--- src/rtl/sevenseg_scan_ctrl.sv ---
// Multiplexed seven-segment scan controller: walks NDIGITS slots with a guard gap,
// double-buffers the displayed value at frame boundaries and optionally blanks leading zeros.
module sevenseg_scan_ctrl #(
    parameter int NDIGITS     = 4,
    parameter int REFRESH_DIV = 1000,
    parameter int GUARD       = 2
) (
    input  logic                   i_clk,
    input  logic                   i_reset,
    input  logic                   i_load,
    input  logic [4*NDIGITS-1:0]   i_value,
    input  logic                   i_blank_lz,
    output logic [3:0]             o_data,
    output logic [NDIGITS-1:0]     o_digit_en,
    output logic                   o_frame_done,
    output logic                   o_pending
);

    localparam int CNT_W = $clog2(REFRESH_DIV);
    localparam int IDX_W = (NDIGITS > 1) ? $clog2(NDIGITS) : 1;
    localparam logic [CNT_W-1:0] LAST_CNT = CNT_W'(REFRESH_DIV - 1);
    localparam logic [IDX_W-1:0] LAST_IDX = IDX_W'(NDIGITS - 1);

    logic [CNT_W-1:0]     r_cnt;
    logic [IDX_W-1:0]     r_idx;
    logic [4*NDIGITS-1:0] r_active;
    logic [4*NDIGITS-1:0] r_pend_buf;
    logic                 r_pending;

    logic [3:0]           w_digit [NDIGITS];
    logic [NDIGITS-1:0]   w_blank;
    logic                 w_allz;
    logic                 w_guard_ok;
    logic                 w_slot_vis;
    logic                 w_frame_end;

    for (genvar g = 0; g < NDIGITS; g++) begin : g_digit
        assign w_digit[g] = r_active[4*g +: 4];
    end

    // A digit is a leading zero when it and every more significant digit are zero.
    always_comb begin
        w_blank = '0;
        w_allz  = 1'b1;
        for (int i = NDIGITS - 1; i >= 1; i--) begin
            w_allz     = w_allz && (w_digit[i] == 4'd0);
            w_blank[i] = w_allz;
        end
    end

    if (GUARD == 0) begin : g_no_guard
        assign w_guard_ok = !i_reset;
    end else begin : g_guard
        assign w_guard_ok = (r_cnt >= CNT_W'(GUARD));
    end

    assign w_slot_vis   = !(i_blank_lz && w_blank[r_idx]);
    assign w_frame_end  = (r_idx == LAST_IDX) && (r_cnt == LAST_CNT);

    assign o_data       = w_digit[r_idx];
    assign o_digit_en   = (w_guard_ok && w_slot_vis) ? (NDIGITS'(1) << r_idx) : '0;
    assign o_frame_done = w_frame_end;
    assign o_pending    = r_pending;

    always_ff @(posedge i_clk) begin
        if (i_reset) begin
            r_cnt      <= '0;
            r_idx      <= '0;
            r_active   <= '0;
            r_pend_buf <= '0;
            r_pending  <= 1'b0;
        end else begin
            if (r_cnt == LAST_CNT) begin
                r_cnt <= '0;
                r_idx <= (r_idx == LAST_IDX) ? '0 : r_idx + 1'b1;
            end else begin
                r_cnt <= r_cnt + 1'b1;
            end

            // Commit reads the old pending buffer, so a load on the boundary queues for the next frame.
            if (w_frame_end && r_pending) begin
                r_active <= r_pend_buf;
            end

            if (i_load) begin
                r_pend_buf <= i_value;
                r_pending  <= 1'b1;
            end else if (w_frame_end) begin
                r_pending  <= 1'b0;
            end
        end
    end

endmodule

--- config.mk ---
export PLATFORM = sky130hd
export DESIGN_NAME = sevenseg_scan_ctrl
export DESIGN_NICKNAME = d
export VERILOG_FILES = /design/src/rtl/sevenseg_scan_ctrl.sv
export SDC_FILE = /design/constraint.sdc
export NUM_CORES = 1
export LEC_CHECK = 0
export ABC_AREA = 1
export CAP_MARGIN = 40
export CORE_MARGIN = 2
export CORE_UTILIZATION = 58
export CTS_BUF_LIST = sky130_fd_sc_hd__clkbuf_8
export DETAILED_ROUTE_END_ITERATION = 8
export GPL_TIMING_DRIVEN = 0
export MAX_ROUTING_LAYER = met4
export PLACE_DENSITY = 0.84
export SLEW_MARGIN = 20
export SYNTH_ARGS = -nofsm -noshare
export SYNTH_HDL_FRONTEND = slang
export SYNTH_SLANG_ARGS = --single-unit
--- constraint.sdc ---
create_clock -name i_clk -period 3.8 [get_ports i_clk]
set_input_delay 0.76 -clock i_clk [delete_from_list [all_inputs] [get_ports i_clk]]
set_output_delay 0.76 -clock i_clk [all_outputs]
set_load 0.05 [all_outputs]
; After elaboration in Yosys (flattened, before gate mapping)
; Index checks and enable logic that the tools add are counted.
[op_classes]
add_sub_neg = 2
order_cmp = 3
n_eq_ne = 2
shifts = 1
mux = 9
bitwise_logic = 1
n_reduce_logical = 12
[op_table]
columns = op, count
row1 = $logic_not 4->1, 3
row2 = $mux 4, 3
row3 = $add 10x1->10 const B, 1
row4 = $eq 10x10->1 const B, 1
row5 = $ge 10x2->1 const B, 1
row6 = $bmux 4 s2, 1
row7 = $logic_and 1x1->1, 6
row8 = $shl 1x2->4 const A, 1
row9 = $ge 3x3->1 const B, 1
row10 = $lt 2x3->1 const B, 1
row11 = $mux 1, 3
row12 = $not 2->3, 1
row13 = $add 2x1->2 const B, 1
row14 = $bmux 1 s2, 1
row15 = $eq 2x2->1 const B, 1
row16 = $mux 2, 1
row17 = $reduce_bool 2->1, 1
row18 = $reduce_or 2->1, 1
row19 = $logic_not 1->1, 1
[word_totals]
register_bits = 45
output_inout_bits = 10
wordCells = 35

; Longest topological paths before layout
[logic_depth]
word_depth = 9
depth_mapped = 9
ltp_nobuf = 8

; Worst setup path after synthesis
; OpenSTA, ideal clock, no wires.
[synth_timing]
path_type = reg2out
from = register r_idx[0]
to = output port o_data[2]
t_arrival_ns = 1.792
required_time_ns = 3.040
path_slack_ns = 1.248
stages_incl_launch_ff = 4
path_buffers = 1
cell_sequence = dfxtp_1 -> clkbuf_1 -> o21ai_0 -> o21ai_0
[synth_between]
elab_chain_len = 4
[synth_rtl]
columns = element, line
row1 = start: declaration, 25  ; logic [IDX_W-1:0] r_idx;
row2 = start signal: assignment, 75  ; r_idx <= (r_idx == LAST_IDX) ? '0 : r_idx + 1'b1;
row3 = $not 2->3 (not written as such), 60  ; assign o_data = w_digit[r_idx];
row4 = $bmux 4 s2, 60
row5 = $mux 4 (not written as such) (2 in a row), 60
row6 = end: declaration, 13  ; output logic [3:0] o_data,
; No other way between the ends. The select of a mux whose other input is x is not followed.

; Worst setup path in the final report
[layout_timing]
from = register r_idx[1]
to = output port o_digit_en[3]
[layout_between]
elab_chain_len = 6
word_cells_on_any_way = 7
classes_between = 1 x shift / 3 x mux / 3 x reduce/logical
[layout_rtl]
columns = element, line
row1 = $bmux 1 s2, 57  ; assign w_slot_vis = !(i_blank_lz && w_blank[r_idx]);
row2 = $mux 1 (not written as such), 57
row3 = $logic_and 1x1->1, 57
row4 = $logic_not 1->1, 57
row5 = $logic_and 1x1->1, 61  ; assign o_digit_en = (w_guard_ok && w_slot_vis) ? (NDIGITS'(1) << r_idx) : '0;
row6 = $mux 4 *, 61
row7 = end: declaration, 14  ; output logic [NDIGITS-1:0] o_digit_en,
; Mark *: on every way between the ends. The rest lies on a longest branch, timed or not. The select of a mux whose other input is x is not followed.

==> metrics.md <==
| Metric | Value |
|---|---|
| Wirelength per Cell | 11.4 µm |
| Clock period minus worst slack | 3.30 ns |
| Hold Vio Cnt, Final | 0 |
| CP Max Fanout | 10 |
| DP Wirelength | 3270 µm |
| Top-count cell post-synth | nor2_1 |
| Vias in the first global route | 1,717 |
| Worst vdd ir | 0.230 mV |
| Die footprint | 4150 µm² |
| Pwr per Cell Area | 351 nW/µm² |
| Critical path endpoint category | primary output |
| Mapped Area | 2120 µm² |
| Number of gates resized after CTS | 0 |
| Max transition margin | 0.669 |
| Placer Congestion | 0.846 |
| Commonest cells post-synth | 62 x nor2_1, 45 x dfxtp_1, 33 x inv_1, 31 x nand2_1, 30 x o21ai_0 |
| Period utilization | 0.869 |
| Residual DRC count | 0 |
| Initial Util | 0.620 |
| Drt first pass iters | 4 |
| CTS clk-pin slew, worst paths | 0.08 ns |
| PortBufs | 29 |
| Final clock skew | 0.00688 ns |
| Status | completed |
| Biggest area consumer among synthesized cells | dfxtp_1 |
| CTS tree | yes |
| Share of the synthesized area in the top cell type | 0.426 |
| Post-synth EDFFs | 0 |
| Seq/Total Area, Yosys | 0.426 |
| Initial antenna violation count | 0 |
| RSZ-0062 raised after global routing | false |
| Post-route ant nets | 0 |
| CTS buffer count | 5 |
| Clock sinks | 45 |
| TNS Setup | 0 ns |
| Syn Inst Count | 294 |
| Syn nets | 320 |
| Total setup buffers inserted after CTS | 0 |
| Hold WC Path Type | reg -> reg |
| Chip Width | 64.4 µm |
| P_leak | 0.00101 µW |
| Slew Limit Fails | 0 |
| Largest net degree at the start of global routing | 14 |
| Unique masters post-synth | 24 |
| First-pass GRT wire length | 7400 µm |
| Pwr Total | 902 µW |
| Clock Latency Late Sink | 0.29 ns |
| H-tree levels | 2 |
| WP data required | 3.04 ns |
| Area growth, synth to finish | 21.2% |
| Setup crit start kind | flip-flop |
| Fraction of layout cells with a size suffix above 1 | 0.0604 |
| Antenna fix cells | 0 |
| Avg Inst Size Synth | 7.20 µm² |
| Final Util | 0.751 |
| Ys async rst share | 0 |
| Die height | 64.4 µm |
| Final setup fails | 0 |
| Max Cap Viol | 0 |
| Vias per cell | 5.11 |
| Root buffer cell | clkbuf_8 |
| Total wire length | 4290 µm |
| Arrival @ worst endpoint | 2.54 ns |
| Synthesis Warnings | 0 |
| Post-synth top flop | dfxtp_1 |
| Fmax achieved | 303 MHz |
| Max Buffers Root-to-Sink | 2 |
| # hold bufs at CTS | 0 |
| Site Rows | 21 |
| CP Class | reg -> out |
| Synth Register Bits | 45 |
| Grt ovf | 0 |
| IO Count | 30 |
| Synth area leaders | dfxtp_1 43%, nor2_1 11%, o21ai_0 7.1% |
| Core region area | 3420 µm² |
| Gr usage total | 0.238 |
| Routed via count | 1,927 |
| DR iter-0 viols | 142 |
| Net count, final | 356 |
| Worst-margin pin slew | 0.494 ns |
final timing paths:
check / startpoint / slack, ns / cells past startpoint / to
worst max-delay path: r_idx[1]$_SDFFE_PP0N_ / 0.50 / 6 / o_digit_en[3]
worst min-delay path: r_pend_buf[6]$_SDFFE_PP0P_ / 0.46 / 2 / r_pend_buf[6]$_SDFFE_PP0P_
worst max register to register: r_cnt[0]$_SDFF_PP0_ / 2.04 / 9 / r_active[6]$_SDFFE_PP0P_
worst min register to register: r_pend_buf[6]$_SDFFE_PP0P_ / 0.46 / 2 / r_pend_buf[6]$_SDFFE_PP0P_
layout by cell type, fill, tap and decap left out, types with 9 or more instances in the layout:
cell             Yosys  final
nor2_1              62     62
nand2_1             31     31
nand4_1             18     18
inv_1               33     33
o21ai_0             30     30
clkdlybuf4s50_1      0     29
dfxtp_1             45     45
nand3_1              9      9
clkbuf_1             9      9
a21oi_1             23     23
registers in the layout, indices dropped and copies added, names as in the netlist:
register	cells
o_pending	1
r_active	16
r_cnt	10
r_idx	2
r_pend_buf	16
power breakdown:
group          internal (µW)  switching, µW  leakage [µW]  total (µW)
sequential               486           7.15      0.000368         493
clock                    164            156     0.0000542         321
combinational           37.6           50.2      0.000590        87.8
per-stage QoR:
stage          cell area, µm²  cells  setup WS, ns  hold slack [ns]
2_1_floorplan            2120    294          1.25            0.430
3_3_place_gp             2460    369         0.565            0.443
3_5_place_dp             2460    369         0.563            0.452
4_1_cts                  2570    377         0.528            0.463
5_1_grt                  2570    377         0.269            0.488
6_report                 2570    377         0.499            0.458
cells by family after synthesis:
logic type,count (synthesis),share of synthesized area
and+or+nand+nor,134,0.297
AOI/OAI and AO/OA,56,0.134
buffers and inverters,50,0.0957
DFF,45,0.426
adders and majority gates,6,0.0355
xor gates and xnor gates,3,0.0124
cell type report:
cell class	instances	area, µm²
multi-input combinational	199	1010
sequential	45	901
fill	274	850
timing repair buffer	29	290
inverter	37	139
clock buffer	7	96.3
buffer	13	63.8
tap	46	57.6
clock inverter	1	5.00
metal layers:
metal	wire length (µm)	vias up	GRT usage
met5	0	-	-
met2	2070	43	0.395
met4	71	0	0.104
met1	1990	847	0.285
li1	-	1032	-
met3	168	5	0.0417
critical path, cell delays in order, from the launching register on:
cell	delay [ns]
dfxtp_1	0.49
ha_1	0.21
buf_4	0.18
buf_1	0.33
inv_1	0.12
nor2_1	0.11
clkdlybuf4s50_1	0.80
Power figures use the tool's default switching activity.
